==> config.mk <==
export PLATFORM = sky130hd
export DESIGN_NAME = count_display_driver
export DESIGN_NICKNAME = d
export VERILOG_FILES = /design/src/rtl/count_display_pkg.sv /design/src/rtl/bin2bcd_seq.sv /design/src/rtl/count_display_driver.sv
export SDC_FILE = /design/constraint.sdc
export NUM_CORES = 1
export LEC_CHECK = 0
export ABC_AREA = 0
export BUFFER_PORTS_ARGS = -buffer_cell sky130_fd_sc_hd__buf_2
export CORE_MARGIN = 4
export CORE_UTILIZATION = 25
export DETAILED_ROUTE_END_ITERATION = 8
export HOLD_SLACK_MARGIN = 0.08
export PLACE_DENSITY = 0.37
export SYNTH_ARGS = -nofsm -noshare
export SYNTH_HDL_FRONTEND = slang
export SYNTH_HIERARCHICAL = 1
export SYNTH_SLANG_ARGS = --single-unit
==> constraint.sdc <==
create_clock -name i_clk -period 5.7 [get_ports i_clk]
set_input_delay 0 -clock i_clk [delete_from_list [all_inputs] [get_ports i_clk]]
set_output_delay 0 -clock i_clk [all_outputs]
set_load 0.02 [all_outputs]
==> src/rtl/count_display_pkg.sv <==
// Shared constants, segment patterns and converter state for the count display.
package count_display_pkg;

    localparam int NUM_DIGITS = 3;
    localparam int BCD_W      = 12;
    localparam int BIN_W      = 10;
    localparam int MAX_COUNT  = 999;

    localparam logic [6:0] SEG_0     = 7'h40;
    localparam logic [6:0] SEG_1     = 7'h79;
    localparam logic [6:0] SEG_2     = 7'h24;
    localparam logic [6:0] SEG_3     = 7'h30;
    localparam logic [6:0] SEG_4     = 7'h19;
    localparam logic [6:0] SEG_5     = 7'h12;
    localparam logic [6:0] SEG_6     = 7'h02;
    localparam logic [6:0] SEG_7     = 7'h78;
    localparam logic [6:0] SEG_8     = 7'h00;
    localparam logic [6:0] SEG_9     = 7'h10;
    localparam logic [6:0] SEG_BLANK = 7'h7F;

    typedef enum logic [1:0] {
        ST_IDLE,
        ST_SHIFT,
        ST_DONE
    } conv_state_e;

    function automatic logic [6:0] seg_encode(input logic [3:0] d);
        logic [6:0] s;
        unique case (d)
            4'd0:    s = SEG_0;
            4'd1:    s = SEG_1;
            4'd2:    s = SEG_2;
            4'd3:    s = SEG_3;
            4'd4:    s = SEG_4;
            4'd5:    s = SEG_5;
            4'd6:    s = SEG_6;
            4'd7:    s = SEG_7;
            4'd8:    s = SEG_8;
            4'd9:    s = SEG_9;
            default: s = SEG_BLANK;
        endcase
        return s;
    endfunction

endpackage

==> src/rtl/bin2bcd_seq.sv <==
// Free-running double-dabble converter: one sample every 12 cycles
// (IDLE, 10 x SHIFT, DONE); results only move to the outputs in DONE.
module bin2bcd_seq
    import count_display_pkg::*;
(
    input  logic             i_clk,
    input  logic             i_rst,
    input  logic [BIN_W-1:0] bin,
    output logic [BCD_W-1:0] bcd,
    output logic             ovf,
    output logic             done
);

    conv_state_e      state;
    logic [BIN_W-1:0] bin_sr;
    logic [BCD_W-1:0] bcd_sr;
    logic [3:0]       cnt;
    logic             ovf_q;
    logic [BCD_W-1:0] bcd_adj;

    always_comb begin
        bcd_adj = bcd_sr;
        for (int i = 0; i < NUM_DIGITS; i++) begin
            if (bcd_sr[i*4 +: 4] >= 4'd5) begin
                bcd_adj[i*4 +: 4] = bcd_sr[i*4 +: 4] + 4'd3;
            end
        end
    end

    always_ff @(posedge i_clk or posedge i_rst) begin
        if (i_rst) begin
            state  <= ST_IDLE;
            bin_sr <= '0;
            bcd_sr <= '0;
            cnt    <= '0;
            ovf_q  <= 1'b0;
            bcd    <= '0;
            ovf    <= 1'b0;
            done   <= 1'b0;
        end else begin
            unique case (state)
                ST_IDLE: begin
                    if (bin > BIN_W'(MAX_COUNT)) begin
                        bin_sr <= BIN_W'(MAX_COUNT);
                        ovf_q  <= 1'b1;
                    end else begin
                        bin_sr <= bin;
                        ovf_q  <= 1'b0;
                    end
                    bcd_sr <= '0;
                    cnt    <= 4'd10;
                    state  <= ST_SHIFT;
                end
                ST_SHIFT: begin
                    {bcd_sr, bin_sr} <= {bcd_adj, bin_sr} << 1;
                    cnt <= cnt - 4'd1;
                    if (cnt == 4'd1) begin
                        state <= ST_DONE;
                    end
                end
                ST_DONE: begin
                    bcd   <= bcd_sr;
                    ovf   <= ovf_q;
                    done  <= 1'b1;
                    state <= ST_IDLE;
                end
                default: state <= ST_IDLE;
            endcase
        end
    end

endmodule

==> src/rtl/count_display_driver.sv <==
// Converts a 0..999 count to BCD and multiplexes it onto a 3-digit display.
// Define LEADING_ZERO_BLANK_EN to blank leading zero digits.
module count_display_driver
    import count_display_pkg::*;
#(
    parameter int SCAN_DIV = 50000
) (
    input  logic             i_clk,
    input  logic             i_rst,
    input  logic [BIN_W-1:0] i_count,
    output logic [BCD_W-1:0] o_bcd,
    output logic             o_valid,
    output logic             o_ovf,
    output logic [6:0]       o_seg,
    output logic [2:0]       o_an
);

    localparam int PW = (SCAN_DIV > 2) ? $clog2(SCAN_DIV) : 1;

    logic [PW-1:0] presc;
    logic [1:0]    idx;
    logic [1:0]    idx_nxt;
    logic          wrap;
    logic [3:0]    digit;
    logic          blank;

    bin2bcd_seq u_conv (
        .i_clk (i_clk),
        .i_rst (i_rst),
        .bin   (i_count),
        .bcd   (o_bcd),
        .ovf   (o_ovf),
        .done  (o_valid)
    );

    assign wrap    = (presc == PW'(SCAN_DIV - 1));
    assign idx_nxt = !wrap ? idx : (idx == 2'd2) ? 2'd0 : idx + 2'd1;

    always_comb begin
        digit = o_bcd[11:8];
        unique case (idx_nxt)
            2'd0:    digit = o_bcd[3:0];
            2'd1:    digit = o_bcd[7:4];
            default: digit = o_bcd[11:8];
        endcase
    end

`ifdef LEADING_ZERO_BLANK_EN
    assign blank = ((idx_nxt == 2'd2) && (o_bcd[11:8] == 4'd0)) ||
                   ((idx_nxt == 2'd1) && (o_bcd[11:4] == 8'd0));
`else
    assign blank = 1'b0;
`endif

    // Segments follow the index every cycle; anodes only move on a wrap.
    always_ff @(posedge i_clk or posedge i_rst) begin
        if (i_rst) begin
            presc <= '0;
            idx   <= 2'd0;
            o_seg <= SEG_BLANK;
            o_an  <= 3'b111;
        end else begin
            presc <= wrap ? '0 : presc + 1'b1;
            idx   <= idx_nxt;
            if (!o_valid) begin
                o_seg <= SEG_BLANK;
                o_an  <= 3'b111;
            end else begin
                o_seg <= blank ? SEG_BLANK : seg_encode(digit);
                if (wrap) begin
                    o_an <= ~(3'b001 << idx_nxt);
                end
            end
        end
    end

endmodule

* Word-level counts from Yosys, hierarchy flattened
Memories as Yosys holds them, arrays and structs flattened.
Cells that the tools add are included.
W data, S select, Z words.
** Storage, ports and cells
- Input bits :: 12
- Output and inout port bits :: 24
- Memories :: 1
- Register bits after elaboration :: 71
- Memory bits (read-only) :: 112
** Memories
- (name not given) :: depth 16, width 7, read ports 1, clocked after Yosys merged registers in 0, write ports 0, line count_display_pkg.sv:29 : unique case (d)
** Cells by class
- Shifts and indexed selects :: 1
- Add/sub/neg operators :: 6
- Muxes and demuxes :: 17
- Bitwise operators :: 1
- Equality and inequality tests :: 8
- Reduce and logical (&&, ||, !) cells :: 3
- Magnitude comparators :: 4
** Operator list (count)
- $pmux W12 S2 :: 1
- $pmux W10 S2 :: 1
- $add A16 B1 Y16 const B :: 1
- $eq A16 B16 Y1 const B :: 1
- $mux W16 :: 1
- $pmux W4 S2 :: 2
- $ge A4 B3 Y1 const B :: 3
- $gt A10 B10 Y1 const B :: 1
- $mux W10 :: 1
- $mux W3 :: 3
- $add A4 B2 Y4 const B :: 2
- $mux W4 :: 2
- $mux W7 :: 1
- $mux W2 :: 3
- $eq A2 B1 Y1 const B :: 2
- $eq A2 B2 Y1 const B :: 2
- $eq A4 B1 Y1 const B :: 1
- $logic_not A2 Y1 :: 2
- $pmux W2 S2 :: 1
- $sub A4 B1 Y4 const B :: 1
- $add A3 B2 Y3 const B :: 1
- $not A3 Y3 :: 1
- $shl A1 B2 Y3 const A :: 1
- $add A2 B1 Y2 const B :: 1
- 4 further kinds :: 4

* Logic depth before layout (Yosys ltp)
Gate-level depths: netlist (run 1).
- Word-level depth :: 7
- Mapped depth :: 10
- Depth with buffers taken out :: 9

* Hierarchy
Netlist (run 1), hierarchy kept.
** Modules (own cells, without submodules)
- bin2bcd_seq :: instances 1, cells an instance 187, area each 2088.3 µm², sequential area each 1076.0 µm²
- count_display_driver :: instances 1, cells an instance 176, area each 1644.1 µm², sequential area each 713.2 µm²

* Least setup slack after synthesis (run 1)
OpenSTA, ideal clock, no wires.
- Kind :: reg-to-reg
- Start :: reg presc[0]
- End :: reg o_seg[0]
- Required time :: 5.636 ns
- Arrival time :: 2.339 ns
- Slack :: 3.297 ns
- Stages on the path, launching flop included :: 9
- Setup time :: 0.064 ns
- Clock period less this slack :: 2.403 ns
- Path through :: dfrtp_1 ha_1 and3_1 nand4_4 mux2i_1 or3_1 buf_6 or4b_4 nand3_1
** Between the ends
- Cells in the longest elaborated chain, start to end :: 6
** Ends and longest elaborated chain
- from (decl) :: line count_display_driver.sv:20 : logic [PW-1:0] presc;
- from (signal assigned) :: line count_display_driver.sv:63 : presc <= wrap ? '0 : presc + 1'b1;
- $eq A16 B16 Y1 (*) :: line count_display_driver.sv:36 : assign wrap = (presc == PW'(SCAN_DIV - 1));
- $mux W2 (*) :: line count_display_driver.sv:37 : assign idx_nxt = !wrap ? idx : (idx == 2'd2) ? 2'd0 : idx + 2'd1;
- $eq A2 B1 Y1 / $logic_not A2 Y1 (equally long branches) :: line count_display_driver.sv:41 : unique case (idx_nxt)
- $pmux W4 S2 (*) :: line count_display_driver.sv:41
- $mem_v2 Z16 W7 (*)
- $mux W7 (*) :: line count_display_driver.sv:65 : if (!o_valid) begin
- to (signal assigned) :: line count_display_driver.sv:69 : o_seg <= blank ? SEG_BLANK : seg_encode(digit);
- to (decl) :: line count_display_driver.sv:14 : output logic [6:0] o_seg,
Mark *: on every way between the ends. The rest lies on a longest branch, timed or not.
A chain may end at the register's enable or synchronous reset.

* Final worst setup path (run 1)
Ends and elaborated chain as after synthesis.

==> results of run 1 <==
-- critical path: stages, from the launching register on --
cell     delay [ns]
dfrtp_1        0.44
ha_1           0.28
and3_1         0.29
nand4_4        0.31
mux2i_1        0.20
or3_1          0.54
or4b_4         0.59
nand3_1        0.08
-- metrics by stage --
stage          std cells  instance area, um^2  setup slack (ns)  power [mW]
2_1_floorplan        363                 3730              3.30       0.848
3_3_place_gp         569                 4050              2.98       0.944
3_5_place_dp         569                 4050              2.90       0.948
4_1_cts              596                 4500              2.90        1.61
5_1_grt              596                 4500              2.72        1.67
6_report             596                 4500              2.90        1.58
-- registers in the layout, summed over array words and instances, names as in the netlist --
name / cells
u_conv/bcd: 12
idx: 2
o_an: 3
u_conv/done: 1
o_seg: 7
presc: 16
u_conv/bin_sr: 10
u_conv/ovf: 1
u_conv/ovf_q: 1
u_conv/state: 2
u_conv/cnt: 4
u_conv/bcd_sr: 12
-- power by group --
part           internal (mW)  switching, mW  leakage, nW
registers              0.578         0.0481        0.883
clock network          0.431          0.214        0.169
logic                  0.123          0.186         1.11
total                   1.13          0.448         2.16
-- worst paths after layout --
kind / end / slack [ns] / cells past startpoint
worst max register to register: o_seg[0] / 2.90 / 7
min in group i_clk: u_conv/bin_sr[4] / 0.46 / 3
max in group asynchronous: presc[0] / 4.54 / 3
worst max-delay path: o_seg[0] / 2.90 / 7
worst min register to register: u_conv/bin_sr[9] / 0.48 / 2
worst min-delay path: u_conv/bcd[0] / 0.36 / 4
-- area by class of cell --
type	count	area share
well taps	184	0.0512
clock buffers	14	0.0631
clock inverters	2	0.0133
repair buffers	50	0.0701
multi-input cells	260	0.392
inverters	15	0.0125
flip-flops and latches	71	0.398
-- Yosys cell counts, drive strengths merged (2+ instances only) --
library cell,n
nor2,16
a22o,6
and3,15
dfrtp,61
xor2,10
dfstp,10
ha,12
xnor2,9
nand2b,8
a21oi,11
clkbuf,3
nor4b,2
o32ai,2
and4,2
mux2i,16
nor3,4
nor3b,2
buf,14
nand3,9
o21ai,31
o22ai,3
o22a,2
mux2,11
inv,15
and2,2
nor2b,2
and4bb,2
or3,4
nand4,4
a221o,2
a211oi,2
nand2,64
-- logic make-up (layout without fill, tap and decap cells) --
group	Yosys count	in the layout
AOI/OAI and AO/OA	64	64
muxes	27	27
DFF	71	71
and+or+nand+nor	138	138
adders and majority gates	12	12
buffers and inverters	32	81
xor gates and xnor gates	19	19
-- per-layer routing --
layer  vias to the layer above  wire length [um]  track usage
li1                       1347                 -            -
met1                      1261              3970        0.142
met2                        48              3770        0.167
met3                        14               389       0.0336
met4                         0               141       0.0385
met5                         -                 0            0
-- repair_timing --
| item | CTS | global route |
|---|---|---|
| endpoints found under the hold margin | 72 | 0 |
| endpoints found under the setup margin | 0 | 0 |
| hold buffers | 11 | 0 |
==> results_dict.tcl, run 1 <==
set metrics [dict create \
    outcome "completed" \
    yosys_warnings 6 \
    hold_slack_ns 0.364 \
    timing.final.crit_share 0.492 \
    finish.utilization 0.308 \
    postCtsSetupBuffers 0 \
    rows 44 \
    synth_edf_count 0 \
    leakage_nw 2.16 \
    fmax_mhz 357 \
    area_delta_synth_final_pct 20.5 \
    drt-initial-drc-count 122 \
    ys_types 52 \
    ys_seq_area_frac 0.479 \
    synth_flop_cell "dfrtp_1" \
    port_buffers 35 \
    worstSetupPathType "reg -> reg" \
    cts_tree "built" \
    synthArstFlopShare 1.00 \
    syn_area_um2 3730 \
    yosys.area.top_type_share 0.409 \
    cp.required_ns 5.98 \
    grt_pass1_vias 2717 \
    viasPerCell 4.48 \
    yosys.area.top_type "dfrtp_1" \
    grt_setup_unrepaired "no" \
    cp.arrival_ns 3.08 \
    clockBufferDepth 2 \
    crit_start "presc[0]" \
    period_needed_ns 2.80 \
    finalHoldViolCount 0 \
    grt_usage 0.108 \
    setup_tns_ns 0 \
    gp_congestion 0.756 \
    cts_htree_levels 3 \
    wirelength_um 8270 \
    tightest_slew_ns 1.09 \
    crit_path_max_fanout 17 \
    num_vias 2670 \
    synthCells 363 \
    end_kind "flip-flop" \
    synth_compound_area_frac 0.111 \
    synth_area_leaders "dfrtp_1 (41%), dfstp_2 (7.0%), nand2_1 (6.3%)" \
    fin_nets 431 \
    cts-root-buf "clkbuf_16" \
    seq_area_um2 1790 \
    mostFrequentLayoutCells "nand2_1 (63), dfrtp_1 (61), buf_2 (35)" \
    path_clk_slew_ns 0.06 \
    synth_area_per_cell_um2 10.3 \
    min_path_type "in -> async" \
    dieArea_um2 16900 \
    synth-xor-area-share 0.0446 \
    route.detailed.drc 0 \
    slew-limit-headroom 0.271 \
    start_kind "flip-flop" \
    maxCapViolations 0 \
    detail_route.wl_per_cell_um 13.9 \
    post_cts_resize_count 0 \
    clk_latency_ns 0.34 \
    synthAdderAreaFrac 0.0402 \
    critical_path.reg2reg.startpoint "presc[0]" \
    dr.pass1.iters 4 \
    layout_commonest_cell "nand2_1" \
    synthMuxAreaShare 0.0831 \
    drive_above_1_share 0.214 \
    fp.dieW_um 130 \
    yosys.area_share.simple 0.194 \
    start_util 0.256 \
    ir_drop_uv 171 \
    antennaDiodeCount 0 \
    fillCellCount 1509 \
    synth_top_family_by_area "simple AND/OR/NAND/NOR gates" \
    ant_nets 0 \
    grt_pass1_wl_um 14300 \
    powerDensity_nw_per_um2 351 \
    dieHeight_um 130 \
    ys_ff_latch 71 \
    core_um2 14600 \
    finalMaxSlewViolations 0 \
    dp_hpwl_um 5630 \
    finalSetupViolCount 0 \
    cts.sinks 71 \
    grt_antenna_before_repair 0 \
    cts_buffers 9 \
    skew_ns 0.00389 \
    io_pins 36 \
    grt-ovfl-total 0 \
    multi_input_area_um2 1760 \
    syn-num-nets 387 \
    grt_max_degree 44 \
]
(Power assumes the default switching activity.)
==> run 2, diff against run 1 <==
PLACE_DENSITY = 0.39   (was 0.37)
clock period = 2.4 ns   (was 5.7 ns; I/O delays follow)
==> run 2 against run 1 <==
  * Worst setup slack lost 2.8 ns
  * Critical path depth unchanged
  * Non-clock buffer count grew 25
  * Cell area is 4.9% higher
  * Count of clock-buffer cells in the layout decreased by 1
  * Via count up 4.3%
  * Die area unchanged
==> results_dict.tcl, run 2 (same netlist as run 1, synthesis figures left out) <==
set metrics [dict create \
    detail_route.wl_per_cell_um 13.7 \
    viasPerCell 4.48 \
    cts.sinks 71 \
    start_kind "flip-flop" \
    p_comb_frac 0.213 \
    internal_power_mw 2.72 \
    dieArea_um2 16900 \
    multi_input_area_um2 1810 \
    ant_nets 0 \
    dieHeight_um 130 \
    dr.pass1.iters 4 \
    fp.dieW_um 130 \
    io_pins 36 \
    hold_slack_ns 0.228 \
    grt_usage 0.108 \
    seq_area_um2 1790 \
    fmax_mhz 435 \
    gp_congestion 0.751 \
    tightest_slew_ns 0.937 \
    finalSetupViolCount 0 \
    dpl.cell_count 593 \
    powerDensity_nw_per_um2 801 \
    finalHoldViolCount 0 \
    clk_latency_ns 0.34 \
    drive_above_1_share 0.267 \
    cp.required_ns 2.67 \
    ff2ff_setup_slack_ns 0.10 \
    outcome "completed" \
    skew_ns 0.00702 \
    final_cell_count_no_fill 622 \
    path_clk_slew_ns 0.06 \
    crit_path_max_fanout 5 \
    crit_chain "nor4b_4, nand4_4, buf_4, mux2i_1, or3_1, or4b_4, nand3_1" \
    num_vias 2785 \
    drt-initial-drc-count 107 \
    slowest_delay_ns 0.49 \
    regMostFlops "presc" \
    seqPwrFrac 0.392 \
    grt-ovfl-total 0 \
    antennaDiodeCount 0 \
    start_util 0.256 \
    maxCapViolations 0 \
    ir_drop_uv 490 \
    cp.arrival_ns 2.57 \
    end_kind "flip-flop" \
    period_needed_ns 2.30 \
    worstSetupPathType "reg -> reg" \
    finish.utilization 0.324 \
    slew-limit-headroom 0.374 \
    cts_tree "built" \
    leakage_nw 2.30 \
    cts_buffers 9 \
    post-place-ws_ns 0.00167 \
    mostFrequentLayoutCells "nand2_1 (63), dfrtp_1 (61), buf_2 (35)" \
    layout_commonest_cell "nand2_1" \
    largest_register_ffs 16 \
    port_buffers 35 \
    cp_slowest_cell "or4b_4" \
    wirelength_um 8510 \
    p_sw_mw 1.06 \
    finalMaxSlewViolations 0 \
    critPathBufInv 1 \
    grt_pass1_wl_um 14400 \
    timing.final.crit_share 0.958 \
    min_path_type "in -> async" \
    critical_path.top_delay_family "simple AND/OR/NAND/NOR gates" \
    fillCellCount 1493 \
    core_um2 14600 \
    finalPower_mw 3.78 \
    grt_max_degree 44 \
    grt_antenna_before_repair 0 \
    swShare 0.281 \
    rows 44 \
    route.detailed.drc 0 \
    clockPowerShare 0.395 \
    cts_htree_levels 3 \
    dp_hpwl_um 6010 \
    worst_slack_ns 0.101 \
    clockBufferDepth 2 \
    cts-root-buf "clkbuf_16" \
    area_delta_synth_final_pct 26.5 \
    fin_nets 457 \
    grt_pass1_vias 2903 \
    largestRegisters "presc x16, u_conv/bcd x12, u_conv/bcd_sr x12" \
]
run 2: layout make-up:
cell class / count / share of cell area
multi-input combinational: 261 / 0.383
sequential: 71 / 0.379
timing repair buffer: 75 / 0.107
clock buffer: 13 / 0.0572
tap: 184 / 0.0488
clock inverter: 3 / 0.0135
inverter: 15 / 0.0119
run 2: final timing paths:
kind | startpoint | endpoint | cells past startpoint
worst max-delay path | presc[10] | o_seg[3] | 7
worst min register to register | u_conv/bin_sr[8] | u_conv/bin_sr[8] | 2
max in group asynchronous | i_rst | u_conv/bcd_sr[9] | 3
worst min-delay path | i_rst | presc[8] | 3
min in group i_clk | i_count[4] | u_conv/bin_sr[4] | 3
worst max register to register | presc[10] | o_seg[3] | 7
run 2: worst reg2reg max path: stages, from the launching register on:
cell	delay (ns)
dfrtp_1	0.41
nor4b_4	0.36
nand4_4	0.20
buf_4	0.21
mux2i_1	0.11
or3_1	0.36
or4b_4	0.49
nand3_1	0.09
run 2: stage by stage:
stage	cell area, um^2	TNS [ns]
finish	4720	0
detailed placement	4230	0
global route	4720	-0.00271
CTS	4700	0
floorplan	3740	0
global placement	4230	0
run 2: routing by layer:
metal	track usage	part of all wire	vias to the layer above
met5	0	0	-
li1	-	-	1403
met3	0.0356	0.043	14
met1	0.138	0.48	1326
met2	0.169	0.45	42
met4	0.0452	0.021	0
run 2: what timing repair did:
item	in CTS	in global routing
pin swaps	1	1
endpoints found under the setup margin	3	6
cloned	1	0
hold endpoints to repair	64	0
resized for setup	1	4
hold buffers	11	0
buffers inserted	0	1
run 2: power groups by stage:
stage | clock, mW | combinational, mW | sequential [mW]
2_1_floorplan | 0 | 0.379 | 1.64
3_5_place_dp | 0 | 0.797 | 1.51
3_3_place_gp | 0 | 0.793 | 1.51
6_report | 1.49 | 0.806 | 1.48
5_1_grt | 1.59 | 0.899 | 1.51
4_1_cts | 1.54 | 0.811 | 1.49
